File: src/rtl/fc_event_serializer.sv
// SoC event pulse serializer: per-source saturating counters, RR arbiter, one-stage output.
// Optional sticky overflow flags enabled by defining FC_EVT_SER_OVF_STICKY_EN.
module fc_event_serializer #(
  parameter int NB_SOURCES     = 8,
  parameter int EVENT_ID_WIDTH = 8,
  parameter int ID_BASE        = 0,
  parameter int PEND_CNT_WIDTH = 2
) (
  input  logic                      clk_i,
  input  logic                      rst_i,
  input  logic [NB_SOURCES-1:0]     evt_i,
  output logic                      event_fifo_valid_o,
  output logic [EVENT_ID_WIDTH-1:0] event_fifo_data_o,
  input  logic                      event_fifo_fulln_i,
  output logic                      overflow_o,
  output logic [EVENT_ID_WIDTH-1:0] ovf_src_o,
  output logic [NB_SOURCES-1:0]     ovf_status_o,
  input  logic [NB_SOURCES-1:0]     ovf_clr_i
);

  localparam int IW = (NB_SOURCES > 1) ? $clog2(NB_SOURCES) : 1;

  if (NB_SOURCES < 1 || NB_SOURCES > 32) begin : g_bad_nb
    $error("NB_SOURCES must be within 1..32");
  end
  if (longint'(ID_BASE) + longint'(NB_SOURCES) >
      (longint'(1) << EVENT_ID_WIDTH)) begin : g_bad_id
    $error("ID_BASE+NB_SOURCES exceeds the event ID space");
  end

  logic [PEND_CNT_WIDTH-1:0] cnt [NB_SOURCES];
  logic [NB_SOURCES-1:0]     pend;
  logic [NB_SOURCES-1:0]     gnt;
  logic [NB_SOURCES-1:0]     drop;
  logic [IW-1:0]             rr_ptr;
  logic [IW-1:0]             win;
  logic [IW-1:0]             win_hi;
  logic [IW-1:0]             win_lo;
  logic [IW-1:0]             drop_idx;
  logic                      found_hi;
  logic                      load;
  logic                      do_grant;

  assign load     = !event_fifo_valid_o || event_fifo_fulln_i;
  assign do_grant = load && (|pend);

  // Lowest pending index at/after the pointer wins, else lowest overall.
  always_comb begin
    pend     = '0;
    win_hi   = '0;
    win_lo   = '0;
    found_hi = 1'b0;
    for (int i = 0; i < NB_SOURCES; i++) begin
      pend[i] = (cnt[i] != '0);
    end
    for (int i = NB_SOURCES - 1; i >= 0; i--) begin
      if (pend[i]) begin
        win_lo = IW'(i);
        if (i >= int'(rr_ptr)) begin
          win_hi   = IW'(i);
          found_hi = 1'b1;
        end
      end
    end
    win = found_hi ? win_hi : win_lo;
  end

  always_comb begin
    gnt      = '0;
    drop     = '0;
    drop_idx = '0;
    for (int i = 0; i < NB_SOURCES; i++) begin
      gnt[i]  = do_grant && (win == IW'(i));
      drop[i] = evt_i[i] && (&cnt[i]) && !gnt[i];
    end
    for (int i = NB_SOURCES - 1; i >= 0; i--) begin
      if (drop[i]) begin
        drop_idx = IW'(i);
      end
    end
  end

  always_ff @(posedge clk_i or posedge rst_i) begin
    if (rst_i) begin
      for (int i = 0; i < NB_SOURCES; i++) begin
        cnt[i] <= '0;
      end
    end else begin
      for (int i = 0; i < NB_SOURCES; i++) begin
        if (evt_i[i] && !gnt[i]) begin
          if (!(&cnt[i])) begin
            cnt[i] <= cnt[i] + 1'b1;
          end
        end else if (!evt_i[i] && gnt[i]) begin
          cnt[i] <= cnt[i] - 1'b1;
        end
      end
    end
  end

  always_ff @(posedge clk_i or posedge rst_i) begin
    if (rst_i) begin
      event_fifo_valid_o <= 1'b0;
      event_fifo_data_o  <= '0;
      rr_ptr             <= '0;
    end else if (load) begin
      event_fifo_valid_o <= do_grant;
      if (do_grant) begin
        event_fifo_data_o <= EVENT_ID_WIDTH'(ID_BASE) +
                             EVENT_ID_WIDTH'(win);
        rr_ptr <= (win == IW'(NB_SOURCES - 1)) ? '0 : win + 1'b1;
      end
    end
  end

  always_ff @(posedge clk_i or posedge rst_i) begin
    if (rst_i) begin
      overflow_o <= 1'b0;
      ovf_src_o  <= '0;
    end else begin
      overflow_o <= |drop;
      if (|drop) begin
        ovf_src_o <= EVENT_ID_WIDTH'(ID_BASE) +
                     EVENT_ID_WIDTH'(drop_idx);
      end
    end
  end

`ifdef FC_EVT_SER_OVF_STICKY_EN
  logic [NB_SOURCES-1:0] sticky;

  // Set wins over a same-cycle clear.
  always_ff @(posedge clk_i or posedge rst_i) begin
    if (rst_i) begin
      sticky <= '0;
    end else begin
      sticky <= (sticky & ~ovf_clr_i) | drop;
    end
  end

  assign ovf_status_o = sticky;
`else
  logic unused_clr;

  assign unused_clr   = ^ovf_clr_i;
  assign ovf_status_o = '0;
`endif

endmodule

File: config.mk
export PLATFORM = sky130hd
export DESIGN_NAME = fc_event_serializer
export DESIGN_NICKNAME = d
export VERILOG_FILES = /design/src/rtl/fc_event_serializer.sv
export SDC_FILE = /design/constraint.sdc
export NUM_CORES = 1
export LEC_CHECK = 0
export CORE_UTILIZATION = 46
export DETAILED_ROUTE_END_ITERATION = 12
export GPL_TIMING_DRIVEN = 0
export PLACE_DENSITY = 0.86
export REMOVE_ABC_BUFFERS = 1
export SYNTH_ARGS = -nofsm -noshare
export SYNTH_HDL_FRONTEND = slang
export SYNTH_SLANG_ARGS = --single-unit
File: constraint.sdc
create_clock -name clk_i -period 2.8 [get_ports clk_i]
set_clock_uncertainty 0.1 [all_clocks]
set_input_delay 0.56 -clock clk_i [delete_from_list [all_inputs] [get_ports clk_i]]
set_output_delay 0.56 -clock clk_i [all_outputs]
set_load 0.01 [all_outputs]
==> results of run 1 <==
==> critical path, cell delays in order, from the launching register on <==
cell and delay (ns):
dfrtp_2 0.44, buf_4 0.14, o2bb2ai_2 0.23, a21oi_1 0.19
nand4b_1 0.26, o21ai_4 0.23, buf_4 0.17, ha_4 0.14
a21boi_1 0.06, a31oi_1 0.20, a21bo_2 0.25, or4_4 0.48
o2bb2ai_2 0.12
==> layout by cell type, fill, tap and decap left out, types with 3 or more instances in the layout <==
master | synthesis | final
nor2_1 | 20 | 19
dfrtp_1 | 27 | 18
clkbuf_8 | 0 | 3
a21boi_0 | 6 | 3
ha_4 | 0 | 5
o21ai_2 | 2 | 4
a21o_1 | 5 | 5
and3_1 | 7 | 6
nand2_1 | 24 | 23
nor4_1 | 5 | 3
o211ai_1 | 7 | 7
nor3_2 | 1 | 4
dfrtp_2 | 0 | 9
o21ai_0 | 22 | 15
a21oi_1 | 11 | 8
mux2i_1 | 3 | 3
nand3b_1 | 4 | 4
nand2b_1 | 3 | 3
clkdlybuf4s50_1 | 0 | 18
nand4_1 | 6 | 6
o21ai_1 | 0 | 4
inv_1 | 10 | 9
o21a_1 | 3 | 3
buf_4 | 18 | 28
conb_1 | 1 | 18
or4_4 | 1 | 3
==> cells in the mapped netlist, drive strengths merged (3+ instances only) <==
cell	number	area share (%)
dfrtp	27	34
nand2	24	4.5
o21ai	24	6.4
buf	20	7.5
nor2	20	3.7
a21oi	11	2.7
inv	10	1.9
and3	8	2.7
nor3	7	2.0
o211ai	7	2.6
a21boi	6	2.2
ha	6	3.7
nand4	6	1.9
nor4	6	2.2
a21o	5	1.9
nand3b	4	1.5
or4	4	1.7
a31oi	3	0.94
mux2i	3	1.5
nand2b	3	0.94
nand3	3	0.75
o21a	3	1.1
==> per-layer routing <==
metal	routed length (µm)	share of wire, %	vias up	GRT usage (%)
li1	-	-	934	-
met1	2400	45	908	32.0
met2	2570	49	65	39.2
met3	249	4.7	6	3.00
met4	59	1.1	0	5.47
met5	0	0	-	0
==> cell families (layout without fill, tap and decap cells) <==
logic type / after synthesis / after routing / share of synthesized area (%)
AOI/OAI and AO/OA: 73 / 73 / 24.6
adders and majority gates: 6 / 6 / 3.74
buffers and inverters: 32 / 62 / 9.79
DFF: 27 / 27 / 33.7
muxes: 5 / 5 / 2.62
other: 1 / 18 / 0.187
and+or+nand+nor: 95 / 95 / 25.4
==> worst min-delay path by stage <==
stage | slack, ns | from | to
2_1_floorplan | 0.40 | cnt[2] | cnt[2]
3_3_place_gp | 0.37 | event_fifo_data_o[2] | event_fifo_data_o[2]
3_5_place_dp | 0.37 | event_fifo_data_o[1] | event_fifo_data_o[1]
4_1_cts | 0.40 | event_fifo_data_o[1] | event_fifo_data_o[1]
5_1_grt | 0.44 | event_fifo_data_o[2] | event_fifo_data_o[2]
6_report | 0.39 | event_fifo_data_o[1] | event_fifo_data_o[1]
==> flip-flops by register name (all words and copies together) (netlist names) <==
name and cells:
overflow_o 1, event_fifo_data_o 3, ovf_src_o 3, event_fifo_valid_o 1, rr_ptr 3, cnt 16
==> repair_timing <==
item | in CTS | in global routing
setup buffers | 17 | 13
setup endpoints to repair | 15 | 14
gates resized for setup | 39 | 22
pin swaps | 12 | 15
==> power groups by stage <==
stage / combinational, mW / sequential (mW) / clock, mW
after global placement: 0.856 / 0.628 / 0
after CTS: 1.21 / 0.613 / 0.239
after floorplan: 0.587 / 0.614 / 0
final: 1.50 / 0.621 / 0.228
after detailed placement: 0.865 / 0.635 / 0
after global routing: 1.60 / 0.631 / 0.253
==> final cells by class <==
cell class / count / area [µm²]
Timing Repair Buffer: 48 / 414
Clock buffer: 3 / 41.3
Fill cell: 348 / 1420
Multi-Input combinational cell: 197 / 1420
Clock inverter: 1 / 5.00
Sequential cell: 27 / 687
Inverter: 10 / 37.5
Tap cell: 50 / 62.6
==> through the flow <==
stage | setup TNS (ns) | std cells | hold WS (ns) | instance area, µm²
after floorplan | -0.312 | 234 | 0.404 | 1910
after global placement | -3.33 | 302 | 0.368 | 2150
after detailed placement | -3.45 | 302 | 0.374 | 2150
after CTS | -0.384 | 323 | 0.396 | 2460
after global routing | -1.53 | 336 | 0.440 | 2660
final | -0.693 | 336 | 0.391 | 2660
==> run summary, run 1 <==
die area: 0.00463 mm²
Critical Path Start Type: register
critical path endpoint: ovf_src_o[0]
most common flop cell mapped by yosys: dfrtp_1
Pleak: 1.09 nW
CTS tree: yes
syn_area_per_cell: 8.40 µm²
Antenna Violating Nets Remaining: 0
DRT iter0 DRCs: 97
failing checks: negative setup slack
CORE AREA: 0.00409 mm²
Setup crit end kind: register
Mapped Area: 0.00201 mm²
Worst Tran Pin Value: 1.04 ns
vias per cell: 5.69
r2r worst-path depth: 12
die height: 68.1 µm
crit path time final: 3.08 ns
worst vdd rail ir drop: 0.000576 V
Clock Tree Root: clkbuf_8
Syn Inst Count: 239
Place WS: -0.652 ns
Pwr Density: 880 mW/mm²
Die Width: 68.1 µm
Reg power frac: 26.5%
Hold Path Stages: 2
synth warn: 0
Seq/Total Area, Yosys: 33.7%
# H-tree levels: 1
clock buffer depth: 2
largest net degree at the start of global routing: 28
WP data required: 2.91 ns
vias in the first global route: 1686
Final Util: 65.2%
Crit. Startpoint: cnt[10]
Comb pwr share: 63.8%
clock sinks: 27
Setup CP Type: reg -> reg
Worst Path Max Fanout: 4
cts hold-fix bufs: 0
reg-to-reg critical path startpoint: cnt[10]
initial antenna violation count: 0
n_diodes: 0
final WL: 5270 µm
CTS buffer count: 3
Final nets: 312
num rows: 23
Vias: 1913
Critical R2R Capture: ovf_src_o[0]
Tot GR Track Use: 23.5%
Post-synth EDFFs: 0
clk_lat worst skew: 0.28 ns
final worst slack: -0.283 ns
routed len/inst: 15.7 µm
R2R Setup Slk: -0.28 ns
fraction of layout cells with a size suffix above 1: 30.8%
Reg clk slew, reported paths: 0.10 ns
Routability Congestion: 0.952
dpl hpwl: 3370 µm
Psw: 1.01 mW
DRC: 0
Slew HR: 30.4%
final setup fails: 7
Fmax: 324 MHz
Area Growth Syn to Fin: 32.7%
Power Internal: 1.33 mW
total gr overflow: 0
Top Ports: 45
power share of the clock group: 9.7%
Critical Path AT: 3.19 ns
port buffer count: 18
DRT Pass-1 Iters: 4
first-pass GRT wire length: 8000 µm
share of flip-flops with an asynchronous set or reset: 100%
crit share post-route: 110%
max cap viols: 0
Initial Util: 49.1%
final-report max-slew violation count: 0
status: finished with violations
Pwr Total: 2.34 mW
Worst Hold Class: reg -> reg
library cells used by synthesis: 51
RSZ-0062 raised after global routing: true
Fin. Hold Viols: 0
Yosys reg bits: 27
sw frac: 43.1%
Power figures use the tool's default switching activity.
==> inputs of run 2 (changes only) <==
--- a/config.mk
+++ b/config.mk
@@ -5,10 +5,12 @@
 export SDC_FILE = /design/constraint.sdc
 export NUM_CORES = 1
 export LEC_CHECK = 0
-export CORE_UTILIZATION = 46
+export CAP_MARGIN = 20
+export CORE_UTILIZATION = 57
 export DETAILED_ROUTE_END_ITERATION = 12
+export DONT_BUFFER_PORTS = 1
 export GPL_TIMING_DRIVEN = 0
-export PLACE_DENSITY = 0.86
+export PLACE_DENSITY = 0.84
 export REMOVE_ABC_BUFFERS = 1
 export SYNTH_ARGS = -nofsm -noshare
 export SYNTH_HDL_FRONTEND = slang
==> run summary, run 2 (synthesis gave the netlist of run 1 again) <==
worst vdd rail ir drop: 0.000893 V
crit-path max cell delay: 0.56 ns
# H-tree levels: 1
fillcell total: 232
dpl hpwl: 3120 µm
die area: 0.00376 mm²
Critical Path Start Type: register
CTS buffer count: 3
Fmax: 316 MHz
Fin. Hold Viols: 0
initial antenna violation count: 0
crit share post-route: 113%
Antenna Violating Nets Remaining: 0
Final Util: 75.0%
Pwr Density: 894 mW/mm²
largest net degree at the start of global routing: 28
Final nets: 297
WP data required: 2.98 ns
Area Growth Syn to Fin: 25.6%
final setup fails: 12
status: finished with violations
Slew HR: 51.1%
clock sinks: 27
fraction of layout cells with a size suffix above 1: 35.1%
Reg clk slew, reported paths: 0.14 ns
commonest non-fill, non-tap cell in the layout: buf_4
Worst Tran Pin Value: 0.727 ns
most frequent CP cell: or4_4
number of flip-flops in the largest register: 16
Top reg by flops: cnt
worst-path cell chain: or4_4 > a21oi_4 > o21ai_4 > a21oi_2 > nor3_4 > inv_2 > ha_4 > a21boi_2 > a31oi_2 > a21bo_2 > or4_4 > o2bb2ai_2
routed len/inst: 18.3 µm
Setup CP Type: reg -> reg
Tot GR Track Use: 27.9%
DRT Pass-1 Iters: 6
Top Ports: 45
Cells after DPL: 280
Crit-path slowest cell: or4_4
Vias: 2056
crit path time final: 3.16 ns
R2R Setup Slk: -0.36 ns
Routability Congestion: 0.976
port buffer count: 0
final worst slack: -0.363 ns
failing checks: negative setup slack
Initial Util: 59.7%
max cap viols: 0
Place WS: -0.635 ns
Setup crit end kind: register
total gr overflow: 0
final WL: 5810 µm
Die Width: 61.3 µm
vias per cell: 6.49
DRT iter0 DRCs: 206
commonest non-fill, non-tap cells in the layout: buf_4, nand2_1, nor2_1
CTS tree: yes
final cell count without fillers: 317
Clock Tree Root: clkbuf_4
Worst Path Max Fanout: 3
CORE AREA: 0.00336 mm²
DRC: 0
RSZ-0062 raised after global routing: true
final-report max-slew violation count: 0
clk_lat worst skew: 0.33 ns
die height: 61.3 µm
num rows: 21
cts hold-fix bufs: 0
Pleak: 1.02 nW
vias in the first global route: 1727
clock buffer depth: 2
first-pass GRT wire length: 7730 µm
Worst Hold Class: in -> async
n_diodes: 0
Critical Path AT: 3.34 ns
[run 2: cell types whose count changed in the layout (fill, tap and decap cells not counted), sizes merged]
cell           previous run  this run
clkdlybuf4s50            18         0
buf                      30        33
clkbuf                    3         4
clkinv                    1         0
[run 2: metal layers]
metal	GRT usage, %	up-vias	share of wire (%)
li1	-	907	-
met1	34.4	960	39
met2	45.2	138	47
met5	0	-	0
met4	12.1	0	5.3
met3	8.61	51	8.9
[run 2: cell type report]
cell class / instances / area, µm² / share of cell area (%)
clock buffers: 4 / 26.3 / 1.04
inverters: 10 / 37.5 / 1.49
multi-input cells: 197 / 1460 / 57.7
flip-flops and latches: 27 / 689 / 27.3
well taps: 46 / 57.6 / 2.28
repair buffers: 33 / 255 / 10.1
[run 2: metrics by stage]
stage	hold WS [ns]	setup TNS (ns)	total power, mW	area [µm²]
2_1_floorplan	0.404	-0.312	1.20	1910
3_3_place_gp	0.438	-2.28	1.36	1970
3_5_place_dp	0.439	-2.80	1.39	1970
4_1_cts	0.276	-0.428	1.85	2260
5_1_grt	0.0697	-3.14	2.36	2520
6_report	0.0391	-2.09	2.25	2520
[run 2: timing repair]
item                       4_1_cts  5_1_grt
resized for setup               35       31
gates cloned                     0        0
pin swaps                       11       17
setup endpoints to repair       14       14
buffers inserted                21       11
[run 2: critical path, delay by kind of cell, from the launching register on]
family                   cells  cell delay (ns)
AO/OA/AOI/OAI                7             1.05
adder cells (fa/ha/maj)      1             0.16
buffers and inverters        1             0.14
flip-flops                   1             0.46
AND/OR/NAND/NOR              3             1.18
[run 2: path summary, 6_finish.rpt]
| kind | from | endpoint | depth (start not counted) |
|---|---|---|---|
| worst max-delay path | cnt[11] | ovf_src_o[0] | 12 |
| worst max register to register | cnt[11] | ovf_src_o[0] | 12 |
| max in group asynchronous | rst_i | rr_ptr[1] | 2 |
| worst min register to register | cnt[2] | cnt[2] | 1 |
| worst min-delay path | rst_i | cnt[1] | 1 |
| min in group clk_i | event_fifo_fulln_i | event_fifo_valid_o | 2 |
[run 2: report_power, final]
group / internal, mW / switching [mW]
sequential: 0.499 / 0.143
clock: 0.0560 / 0.116
combinational: 0.664 / 0.775
total: 1.22 / 1.03
